`config.mk`:
```
export PLATFORM = sky130hd
export DESIGN_NAME = stack_control_fsm
export DESIGN_NICKNAME = d
export VERILOG_FILES = /design/src/rtl/stack_control_fsm.sv
export SDC_FILE = /design/constraint.sdc
export NUM_CORES = 1
export LEC_CHECK = 0
export BUFFER_PORTS_ARGS = -buffer_cell sky130_fd_sc_hd__buf_2
export CAP_MARGIN = 40
export CORE_MARGIN = 10
export CORE_UTILIZATION = 39
export DETAILED_ROUTE_END_ITERATION = 8
export PLACE_DENSITY = 0.67
export SLEW_MARGIN = 0
export SYNTH_ARGS = -nofsm -noshare
export SYNTH_HDL_FRONTEND = slang
export SYNTH_SLANG_ARGS = --single-unit
```
`constraint.sdc`:
```
create_clock -name CLK -period 14.95 [get_ports CLK]
set_input_delay 2.99 -clock CLK [delete_from_list [all_inputs] [get_ports CLK]]
set_output_delay 2.99 -clock CLK [all_outputs]
set_load 0.005 [all_outputs]
```
`src/rtl/stack_control_fsm.sv`:
```
// Control sequencer for a two-stack machine: decodes one instruction per cycle into a
// registered control word, tracks data/return stack occupancy and traps stack faults.
module stack_control_fsm #(
    parameter int INST_W   = 16,
    parameter int DS_DEPTH = 16,
    parameter int RS_DEPTH = 8
) (
    input  logic                              CLK,
    input  logic                              reset,
    input  logic [INST_W-1:0]                 inst,
    input  logic                              inst_valid,
    input  logic                              mem_ready,
    output logic [2:0]                        stackOP,
    output logic [1:0]                        rStackOP,
    output logic [3:0]                        ALUOP,
    output logic [2:0]                        stackControl,
    output logic [2:0]                        PCControl,
    output logic                              MemWrite,
    output logic                              PCWrite,
    output logic [$clog2(DS_DEPTH+1)-1:0]     ds_count,
    output logic [$clog2(RS_DEPTH+1)-1:0]     rs_count,
    output logic                              halted,
    output logic                              fault,
    output logic [1:0]                        fault_code
);

    localparam int DSW  = $clog2(DS_DEPTH + 1);
    localparam int RSW  = $clog2(RS_DEPTH + 1);
    localparam int SUBW = INST_W - 4;

    localparam logic [DSW-1:0]  DS_FULL = DSW'(DS_DEPTH);
    localparam logic [RSW-1:0]  RS_FULL = RSW'(RS_DEPTH);
    localparam logic [SUBW-1:0] SUB_MAX = SUBW'(11);

    localparam logic [2:0] SOP_NONE   = 3'd0;
    localparam logic [2:0] SOP_PUSH   = 3'd1;
    localparam logic [2:0] SOP_POPREP = 3'd2;
    localparam logic [2:0] SOP_POP    = 3'd3;
    localparam logic [2:0] SOP_POP2   = 3'd4;
    localparam logic [2:0] SOP_SWAP   = 3'd5;

    localparam logic [1:0] ROP_NONE = 2'd0;
    localparam logic [1:0] ROP_PUSH = 2'd1;
    localparam logic [1:0] ROP_POP  = 2'd3;

    localparam logic [3:0] ALU_ADD    = 4'd0;
    localparam logic [3:0] ALU_SUB    = 4'd1;
    localparam logic [3:0] ALU_OR     = 4'd3;
    localparam logic [3:0] ALU_A      = 4'd5;
    localparam logic [3:0] ALU_B      = 4'd6;
    localparam logic [3:0] ALU_EQ     = 4'd7;
    localparam logic [3:0] ALU_EZ     = 4'd8;
    localparam logic [3:0] ALU_BLESSA = 4'd9;

    localparam logic [2:0] SC_IMM    = 3'd0;
    localparam logic [2:0] SC_IMMLUI = 3'd1;
    localparam logic [2:0] SC_MEM    = 3'd2;
    localparam logic [2:0] SC_ALU    = 3'd3;
    localparam logic [2:0] SC_INPUT  = 3'd4;

    localparam logic [2:0] PC_RETURN = 3'd0;
    localparam logic [2:0] PC_TOS    = 3'd1;
    localparam logic [2:0] PC_LABEL  = 3'd2;
    localparam logic [2:0] PC_LORINC = 3'd3;
    localparam logic [2:0] PC_PCINC  = 3'd4;

    localparam logic [3:0] OP_SYS   = 4'd0;
    localparam logic [3:0] OP_BEQ   = 4'd1;
    localparam logic [3:0] OP_BEZ   = 4'd2;
    localparam logic [3:0] OP_J     = 4'd3;
    localparam logic [3:0] OP_JAL   = 4'd4;
    localparam logic [3:0] OP_POP   = 4'd5;
    localparam logic [3:0] OP_PUSH  = 4'd6;
    localparam logic [3:0] OP_PUSHI = 4'd7;
    localparam logic [3:0] OP_LUI   = 4'd8;

    localparam logic [1:0] FC_NONE    = 2'd0;
    localparam logic [1:0] FC_UNDER   = 2'd1;
    localparam logic [1:0] FC_OVER    = 2'd2;
    localparam logic [1:0] FC_ILLEGAL = 2'd3;

    typedef enum logic [1:0] {S_RUN, S_MEMWAIT, S_HALTED, S_FAULT} state_t;

    typedef struct packed {
        logic [2:0] sop;
        logic [1:0] rop;
        logic [3:0] alu;
        logic [2:0] sctl;
        logic [2:0] pcc;
        logic       mw;
    } ctrl_t;

    localparam ctrl_t IDLE_CTRL = '{sop: SOP_NONE, rop: ROP_NONE, alu: ALU_ADD,
                                    sctl: SC_IMM, pcc: PC_PCINC, mw: 1'b0};

    state_t          state_q;
    ctrl_t           ctrl_q, ctrl_d, pend_ctrl_q;
    logic            pc_write_q;
    logic            halted_q, fault_q;
    logic [1:0]      fault_code_q, fault_code_d;
    logic [DSW-1:0]  ds_count_q, ds_count_d, pend_ds_q;
    logic [RSW-1:0]  rs_count_q, rs_count_d;

    logic [3:0]      opcode;
    logic [SUBW-1:0] subfn;
    logic [1:0]      ds_min;
    logic            ds_room, ds_up, ds_dn1, ds_dn2;
    logic            rs_up, rs_dn;
    logic            illegal, is_halt, is_mem;

    assign opcode = inst[INST_W-1:INST_W-4];
    assign subfn  = inst[INST_W-5:0];

    // Instruction decode: control word plus the stack requirements it carries.
    always_comb begin
        ctrl_d  = IDLE_CTRL;
        ds_min  = 2'd0;
        ds_room = 1'b0;
        ds_up   = 1'b0;
        ds_dn1  = 1'b0;
        ds_dn2  = 1'b0;
        rs_up   = 1'b0;
        rs_dn   = 1'b0;
        illegal = 1'b0;
        is_halt = 1'b0;
        is_mem  = 1'b0;
        case (opcode)
            OP_SYS: begin
                if (subfn > SUB_MAX) begin
                    illegal = 1'b1;
                end else begin
                    case (subfn[3:0])
                        4'd0: begin
                            ctrl_d.sop = SOP_POPREP; ctrl_d.alu = ALU_ADD; ctrl_d.sctl = SC_ALU;
                            ds_min = 2'd2; ds_dn1 = 1'b1;
                        end
                        4'd1: begin
                            ctrl_d.sop = SOP_PUSH; ctrl_d.alu = ALU_A; ctrl_d.sctl = SC_ALU;
                            ds_room = 1'b1; ds_up = 1'b1;
                        end
                        4'd2: begin
                            ctrl_d.sop = SOP_POP;
                            ds_min = 2'd1; ds_dn1 = 1'b1;
                        end
                        4'd3: is_halt = 1'b1;
                        4'd4: begin
                            ctrl_d.sop = SOP_PUSH; ctrl_d.sctl = SC_INPUT;
                            ds_room = 1'b1; ds_up = 1'b1;
                        end
                        4'd5: begin
                            ctrl_d.sop = SOP_POP; ctrl_d.pcc = PC_TOS;
                            ds_min = 2'd1; ds_dn1 = 1'b1;
                        end
                        4'd6: begin
                            ctrl_d.sop = SOP_PUSH; ctrl_d.alu = ALU_B; ctrl_d.sctl = SC_ALU;
                            ds_min = 2'd2; ds_room = 1'b1; ds_up = 1'b1;
                        end
                        4'd7: begin
                            ctrl_d.sop = SOP_POPREP; ctrl_d.alu = ALU_OR; ctrl_d.sctl = SC_ALU;
                            ds_min = 2'd2; ds_dn1 = 1'b1;
                        end
                        4'd8: begin
                            ctrl_d.rop = ROP_POP; ctrl_d.pcc = PC_RETURN;
                            rs_dn = 1'b1;
                        end
                        4'd9: begin
                            ctrl_d.sop = SOP_POPREP; ctrl_d.alu = ALU_BLESSA; ctrl_d.sctl = SC_ALU;
                            ds_min = 2'd2; ds_dn1 = 1'b1;
                        end
                        4'd10: begin
                            ctrl_d.sop = SOP_POPREP; ctrl_d.alu = ALU_SUB; ctrl_d.sctl = SC_ALU;
                            ds_min = 2'd2; ds_dn1 = 1'b1;
                        end
                        4'd11: begin
                            ctrl_d.sop = SOP_SWAP;
                            ds_min = 2'd2;
                        end
                        default: illegal = 1'b1;
                    endcase
                end
            end
            OP_BEQ: begin
                ctrl_d.sop = SOP_POP2; ctrl_d.alu = ALU_EQ; ctrl_d.pcc = PC_LORINC;
                ds_min = 2'd2; ds_dn2 = 1'b1;
            end
            OP_BEZ: begin
                ctrl_d.sop = SOP_POP; ctrl_d.alu = ALU_EZ; ctrl_d.pcc = PC_LORINC;
                ds_min = 2'd1; ds_dn1 = 1'b1;
            end
            OP_J: ctrl_d.pcc = PC_LABEL;
            OP_JAL: begin
                ctrl_d.rop = ROP_PUSH; ctrl_d.pcc = PC_LABEL;
                rs_up = 1'b1;
            end
            OP_POP: begin
                ctrl_d.sop = SOP_POP; ctrl_d.mw = 1'b1;
                ds_min = 2'd1; ds_dn1 = 1'b1; is_mem = 1'b1;
            end
            OP_PUSH: begin
                ctrl_d.sop = SOP_PUSH; ctrl_d.sctl = SC_MEM;
                ds_room = 1'b1; ds_up = 1'b1; is_mem = 1'b1;
            end
            OP_PUSHI: begin
                ctrl_d.sop = SOP_PUSH; ctrl_d.sctl = SC_IMM;
                ds_room = 1'b1; ds_up = 1'b1;
            end
            OP_LUI: begin
                ctrl_d.sop = SOP_PUSH; ctrl_d.sctl = SC_IMMLUI;
                ds_room = 1'b1; ds_up = 1'b1;
            end
            default: illegal = 1'b1;
        endcase
    end

    // Underflow is tested before overflow so that over on a short stack reports underflow.
    always_comb begin
        fault_code_d = FC_NONE;
        ds_count_d   = ds_count_q;
        rs_count_d   = rs_count_q;
        if (illegal)
            fault_code_d = FC_ILLEGAL;
        else if (ds_count_q < DSW'(ds_min))
            fault_code_d = FC_UNDER;
        else if (ds_room && ds_count_q >= DS_FULL)
            fault_code_d = FC_OVER;
        else if (rs_dn && rs_count_q == '0)
            fault_code_d = FC_UNDER;
        else if (rs_up && rs_count_q >= RS_FULL)
            fault_code_d = FC_OVER;

        if (ds_up)
            ds_count_d = ds_count_q + DSW'(1);
        else if (ds_dn1)
            ds_count_d = ds_count_q - DSW'(1);
        else if (ds_dn2)
            ds_count_d = ds_count_q - DSW'(2);

        if (rs_up)
            rs_count_d = rs_count_q + RSW'(1);
        else if (rs_dn)
            rs_count_d = rs_count_q - RSW'(1);
    end

    always_ff @(posedge CLK) begin
        if (reset) begin
            state_q      <= S_RUN;
            ctrl_q       <= IDLE_CTRL;
            pc_write_q   <= 1'b0;
            halted_q     <= 1'b0;
            fault_q      <= 1'b0;
            fault_code_q <= FC_NONE;
            ds_count_q   <= '0;
            rs_count_q   <= '0;
        end else begin
            ctrl_q     <= IDLE_CTRL;
            pc_write_q <= 1'b0;
            case (state_q)
                S_RUN: begin
                    if (inst_valid) begin
                        if (fault_code_d != FC_NONE) begin
                            state_q      <= S_FAULT;
                            fault_q      <= 1'b1;
                            fault_code_q <= fault_code_d;
                        end else if (is_halt) begin
                            state_q  <= S_HALTED;
                            halted_q <= 1'b1;
                        end else if (is_mem) begin
                            state_q     <= S_MEMWAIT;
                            pend_ctrl_q <= ctrl_d;
                            pend_ds_q   <= ds_count_d;
                        end else begin
                            ctrl_q     <= ctrl_d;
                            pc_write_q <= 1'b1;
                            ds_count_q <= ds_count_d;
                            rs_count_q <= rs_count_d;
                        end
                    end
                end
                S_MEMWAIT: begin
                    if (mem_ready) begin
                        state_q    <= S_RUN;
                        ctrl_q     <= pend_ctrl_q;
                        pc_write_q <= 1'b1;
                        ds_count_q <= pend_ds_q;
                    end
                end
                default: ;
            endcase
        end
    end

    assign stackOP      = ctrl_q.sop;
    assign rStackOP     = ctrl_q.rop;
    assign ALUOP        = ctrl_q.alu;
    assign stackControl = ctrl_q.sctl;
    assign PCControl    = ctrl_q.pcc;
    assign MemWrite     = ctrl_q.mw;
    assign PCWrite      = pc_write_q;
    assign ds_count     = ds_count_q;
    assign rs_count     = rs_count_q;
    assign halted       = halted_q;
    assign fault        = fault_q;
    assign fault_code   = fault_code_q;

endmodule

```
==> impl_results.md, run 1 <==
* Post-route DRC at 0
* Clock Latency Late Sink at 0.31 ns
* Post-synth EDFFs at 21
* Post-synthesis mux area share at 1.639%
* FP Rows at 32
* Setup slack, reg-to-reg at 12.17 ns
* Hold Vio Cnt, Final at 0
* Clk pin slew, worst setup/hold paths at 0.10 ns
* Layout cells sized above 1 at 25.97%
* Crit path max fanout at 13
* CTS hold repair buffers at 0
* Max H-tree Level at 2
* Post-layout nets at 363
* Tmin final at 6.313 ns
* Port-buffer cells at 49
* Final core occ at 44.40%
* Comb pwr share at 21.0%
* Sequential Power Share at 52.0%
* Total track usage at 12.41%
* Worst path bufs/invs at 1
* WS Path Type: input pin to flip-flop
* First-pass GRT wire length at 11970 um
* Yosys cell types at 73
* Static Leak at 1.351 nW
* Actual slew at the worst max-slew pin at 0.8517 ns
* Boundary Pins at 50
* Hold Path Class: flip-flop to flip-flop
* First DRT Iteration DRCs at 143
* Vias per cell at 5.396
* PostCTS Resize Cnt at 0
* Congestion Overflow GR at 0
* Via count of the routed design at 2358
* Setup_tns at 0 ns
* Sw Ratio at 30.29%
* Post-Synth XOR/XNOR Area at 2.008%
* Crit-path leading delay family: simple AND/OR/NAND/NOR gates
* TritonCTS clock tree: built
* Max Cap Viol at 0
* Most frequent cells in the layout: buf_2, dfxtp_1, edfxtp_1
* Pin count of the biggest net entering global routing at 26
* Routed length per placed instance at 16.41 um
* CP required at 15.15 ns
* CP max-delay cell: a31oi_4
* ANT cells at 0
* Adder-cell share of the synthesized area at 3.934%
* Synth Warn # at 0
* Psw at 0.00009417 W
* Pint at 0.0002167 W
* Register area share after synthesis at 41.64%
* CTS sink count at 53
* Slew HR at 43.01%
* #FFs+latches synth at 53
* FFs w/ async S/R, synth at 0%
* CP startpoint kind: input pin
* Outcome: finished clean
* Peak VDD IR at 50.77 uV
* Setup-failing EPs final at 0
* Post-synth top flop: dfxtp_1
* Synth top area share at 20.98%
* Critical Path Max Stage Delay at 0.46 ns
* Top post-synthesis cells by area: dfxtp_1, edfxtp_1, ha_1, a22o_1, a21oi_1
* Starting Density at 39.71%
* Die Area at 0.01177 sq mm
* Worst Path Arrival at 6.51 ns
* CTS Buf Count at 5
* Power per standard cell area at 91.07 mW/mm^2
* Period utilisation layout at 42.23%
* Chip height at 108.5 um
* GPL Wtd Cong at 0.9336
* Crit. End Element: flip-flop
* DRT antenna net count at 0
* Mapped cell area at 0.003053 sq mm
* Dpl hpwl at 5455 um
* Achievable Freq at 0.1584 GHz
* Syn Area/Cell at 10.28 sq um
* Worst Clk Skew at 0.008070 ns
* CTS Buffer Depth at 2
* Mapped Nets at 326
* Most common cell after layout, fill and taps aside: buf_2
* Number of global-route vias before repair at 2384
* Compound-gate portion of the synthesized area at 21.89%
* Setup repair bufs after CTS at 0
* Core area at 0.007687 sq mm
* Worst-path cell chain: buf_2 -> nor4_4 -> nand3_2 -> nor4_1 -> a21oi_1 -> ha_1 -> or4_4 -> nand2b_4 -> a211oi_4 -> nor4b_4 -> a31oi_4 -> nor3_4 -> a221o_1
* Layout area overhead at 11.80%
* Synth area leader: dfxtp_1
* Largest family of logic cells by synthesized area: simple AND/OR/NAND/NOR gates
* RSZ-0062 raised after global routing: no
* Synth Instances at 297
* Initial antenna violation count at 0
* Root Buffer: clkbuf_8
* Routed wire length at 7169 um
* Clock group share of total power at 27.0%
* Simple-gate share of the synthesized area at 23.36%
* Max-slew violations at 0
* Initial DRT Pass Iterations at 4
* Die width at 108.5 um
[per-stage QoR]
stage	hold slack (ns)	area (sq um)	power, W	setup slack, ns	cells
final	0.4624	3413	0.0003108	8.637	437
after global routing	0.4776	3413	0.0003275	8.336	437
after CTS	0.4637	3413	0.0003138	8.652	437
after detailed placement	0.4402	3318	0.0002302	8.331	429
after global placement	0.4238	3318	0.0002285	8.460	429
after floorplan	0.4203	3053	0.0002149	7.882	297
[cell usage after synthesis, types with 2 or more instances]
| cell type | count |
|---|---|
| nand2b_1 | 6 |
| nor3_1 | 9 |
| nand4_4 | 2 |
| or3_1 | 3 |
| nand3_1 | 5 |
| nor2_1 | 20 |
| xnor2_1 | 5 |
| nand2b_2 | 2 |
| ha_1 | 8 |
| o21ai_1 | 3 |
| nor4_4 | 4 |
| buf_6 | 4 |
| nor2b_1 | 5 |
| a21oi_1 | 17 |
| o22ai_1 | 5 |
| nand2_1 | 20 |
| or2_2 | 3 |
| nand4b_1 | 2 |
| mux2i_1 | 5 |
| xor2_1 | 2 |
| dfxtp_1 | 32 |
| clkbuf_1 | 7 |
| o32ai_1 | 2 |
| o211ai_1 | 3 |
| nor4_1 | 3 |
| a211oi_1 | 6 |
| buf_4 | 2 |
| inv_1 | 13 |
| a22o_1 | 11 |
| nor3b_1 | 2 |
| o21ai_0 | 11 |
| a21o_1 | 5 |
| buf_2 | 6 |
| edfxtp_1 | 21 |
| and2_1 | 5 |
[path summary, 6_finish.rpt]
check,start,end,depth (start not counted)
hold / removal,pend_ctrl_q[1],PCControl[0],1
hold reg to reg,pend_ctrl_q[1],PCControl[0],1
setup / recovery,inst[10],ds_count[1],13
setup reg to reg,ds_count[1],ds_count[1],8
[area by class of cell]
class | count | area [sq um]
clock buffers | 5 | 68.82
clock inverters | 3 | 26.28
fillers | 767 | 4274
inverters | 13 | 48.80
multi-input cells | 211 | 1618
flip-flops and latches | 53 | 1271
well taps | 102 | 127.6
repair buffers | 50 | 252.7
[cell families (layout without fill, tap and decap cells)]
group / after synthesis / after routing
and+or+nand+nor: 105 / 105
AOI/OAI and AO/OA: 85 / 85
muxes: 5 / 5
buffers and inverters: 33 / 71
DFF: 53 / 53
adders and majority gates: 9 / 9
xor gates and xnor gates: 7 / 7
[per-layer routing]
metal | wire (um) | GRT usage, %
met5 | 0 | 0
met4 | 79 | 3.013
met3 | 525 | 3.510
met2 | 3307 | 19.83
met1 | 3257 | 16.18
[worst register-to-register path: stages, from the launching register on]
cell and delay (ns):
dfxtp_1 0.42, ha_1 0.24, or4_4 0.43, nand2b_4 0.17
a211oi_4 0.27, nor4b_4 0.13, a31oi_4 0.47, nor3_4 0.15
a221o_1 0.39
[power by group through the flow]
| stage | Combinational, W | Sequential, W | Clock (W) |
|---|---|---|---|
| floorplan | 0.0000522 | 0.000163 | 0 |
| detailed placement | 0.0000652 | 0.000165 | 0 |
| finish | 0.0000653 | 0.000162 | 0.0000839 |
| CTS | 0.0000657 | 0.000162 | 0.0000865 |
| global route | 0.0000731 | 0.000162 | 0.0000920 |
| global placement | 0.0000637 | 0.000165 | 0 |
[flip-flops by register name (all words and copies together) (netlist names), 3 cells and up]
register,flops
ALUOP,4
stackControl,3
stackOP,3
ds_count,5
pend_ctrl_q,16
pend_ds_q,5
PCControl,3
rs_count,4
No activity file was read; power rests on OpenSTA's default activity.
==> run 2: changes to the inputs <==
- PLACE_DENSITY: 0.67 -> 0.69
- clock period: 14.95 -> 5.5 ns (I/O delays scaled with it)
==> run 2 against run 1 <==
Compared with the run above:
- first-iteration DRC count up 74%
- sequential power rose to 2.7 times the previous value
- largest power group unchanged
- worst hold slack worse by 0.0050 ns
- sequential share of layout area down 0.27 points
- critical endpoint unchanged
- register-to-register slack worse by 9.5 ns
==> impl_results.md, run 2 (synthesis results as in run 1) <==
* Post-route DRC at 0 (unchanged)
* Metal2 WL at 3367 um (+1.8%)
* Initial antenna violation count at 0 (unchanged)
* Routed wire length at 7313 um (+2.0%)
* Fillers at 766 (-0.13%)
* Worst path bufs/invs at 1 (unchanged)
* CP required at 5.70 ns (-9.45 ns)
* Die Area at 0.01177 sq mm (unchanged)
* Crit. End Element: flip-flop
* Tmin final at 4.492 ns
* Via count of the routed design at 2360 (+0.085%)
* Worst-path cell chain: buf_2 -> nor4_4 -> nand3_2 -> nor4_1 -> a21oi_1 -> ha_1 -> or4_4 -> nand2b_4 -> a211oi_4 -> nor4b_4 -> a31oi_4 -> nor3_4 -> a221o_1
* Post-Route M1 WL at 3364 um (+3.3%)
* Clk pin slew, worst setup/hold paths at 0.10 ns (about the same)
* Max Cap Viol at 0 (unchanged)
* RSZ-0062 raised after global routing: no
* Port-buffer cells at 49 (unchanged)
* Top sig layer: met4
* Hold Path Class: flip-flop to flip-flop
* Most common cell after layout, fill and taps aside: buf_2
* Vias per cell at 5.400 (about the same)
* Power per standard cell area at 260.1 mW/mm^2 (+190%)
* CTS hold repair buffers at 0 (unchanged)
* WS Path Type: input pin to flip-flop
* Achievable Freq at 0.2226 GHz
* Max reg flops at 16 (unchanged)
* FF/Latch Area at 0.001271 sq mm (unchanged)
* First DRT Iteration DRCs at 249 (+74%)
* Layout cells sized above 1 at 25.97% (unchanged)
* Dpl hpwl at 5403 um (-0.96%)
* FP Rows at 32 (unchanged)
* WL met3 at 526 um (+0.19%)
* Number of global-route vias before repair at 2308 (-3.2%)
* Outcome: finished clean
* Final core occ at 44.73% (+0.33 points)
* Layout area overhead at 12.62%
* GPL Wtd Cong at 0.9140 (-2.1%)
* Hold Vio Cnt, Final at 0 (unchanged)
* Worst hold slack at 0.4574 ns (-0.005023 ns)
* Multi-input logic area at 0.001618 sq mm (unchanged)
* Static Leak at 1.367 nW (+1.1%)
* Pin count of the biggest net entering global routing at 26 (unchanged)
* Boundary Pins at 50 (unchanged)
* Initial DRT Pass Iterations at 5 (+1)
* Max H-tree Level at 2 (unchanged)
* Chip height at 108.5 um (unchanged)
* Clock Latency Late Sink at 0.31 ns (about the same)
* CTS Buffer Depth at 2 (unchanged)
* Setup-failing EPs final at 0 (unchanged)
* Post-layout nets at 363 (unchanged)
* Routed length per placed instance at 16.73 um (+2.0%)
* Worst Path Arrival at 4.70 ns (-1.81 ns)
* Actual slew at the worst max-slew pin at 0.8122 ns (-0.03947 ns)
* CTS Buf Count at 5 (unchanged)
* Setup_tns at 0 ns (unchanged)
* Starting Density at 39.71% (unchanged)
* Slew HR at 45.74% (+2.7 points)
* TritonCTS clock tree: built
* CTS sink count at 53 (unchanged)
* Max-slew violations at 0 (unchanged)
* PostCTS Resize Cnt at 0 (unchanged)
* Worst Clk Skew at 0.007903 ns (-0.0001664 ns)
* Congestion Overflow GR at 0 (unchanged)
* Most frequent cells in the layout: buf_2, dfxtp_1, edfxtp_1
* Crit-path leading delay family: simple AND/OR/NAND/NOR gates
* Period utilisation layout at 81.68%
* Critical Path Max Stage Delay at 0.52 ns (+0.06 ns)
* Reg with most FFs: pend_ctrl_q
* DRT antenna net count at 0 (unchanged)
* Setup repair bufs after CTS at 0 (unchanged)
* Die width at 108.5 um (unchanged)
* Peak VDD IR at 164.4 uV (+220%)
* Crit path max fanout at 13 (unchanged)
* CP max-delay cell: nor4_1
* CP startpoint kind: input pin
* ANT cells at 0 (unchanged)
* Core area at 0.007687 sq mm (unchanged)
* Total track usage at 12.66% (+0.25 points)
* First-pass GRT wire length at 12090 um (+0.98%)
* Root Buffer: clkbuf_8
[run 2: cell type report]
cell class,instances,area share [%]
clock buffer,6,2.402
clock inverter,2,1.092
inverter,13,1.419
multi-input combinational,211,47.05
sequential,53,36.97
tap,102,3.712
timing repair buffer,50,7.351
[run 2: worst reg2reg max path, cell delays in order (launching register included)]
cell	delay, ns
dfxtp_1	0.55
ha_1	0.23
or4_4	0.13
nand2b_4	0.14
o22ai_2	0.10
nor4b_4	0.58
nand4b_1	0.24
nor3_2	0.19
buf_4	0.32
[run 2: path summary, 6_finish.rpt]
path,to,start,cells past startpoint,slack (ns)
setup / recovery,ds_count[1],inst[10],13,1.01
hold reg to reg,rStackOP[0],state_q[1],1,0.46
setup reg to reg,pend_ctrl_q[8],ds_count[1],8,2.70
hold / removal,rStackOP[0],state_q[1],1,0.46
[run 2: where the power goes]
| part | switching, W | internal, W |
|---|---|---|
| Sequential | 0.0000159 | 0.000423 |
| Clock | 0.000129 | 0.000148 |
| Combinational | 0.000106 | 0.0000728 |
[run 2: metrics by stage]
stage	setup WS (ns)	cell area [sq um]	instances	power [W]
CTS	1.064	3438	437	0.0009022
global placement	0.8984	3318	429	0.0006209
global route	0.8181	3438	437	0.0009365
finish	1.008	3438	437	0.0008943
detailed placement	0.7429	3318	429	0.0006250
floorplan	0.3221	3053	297	0.0005841
[run 2: metal layers]
| metal | vias up | global-route usage (%) |
|---|---|---|
| met2 | 71 | 19.66 |
| met1 | 1110 | 16.93 |
| met4 | 0 | 3.296 |
| met5 | - | 0 |
| met3 | 4 | 3.510 |
| li1 | 1175 | - |
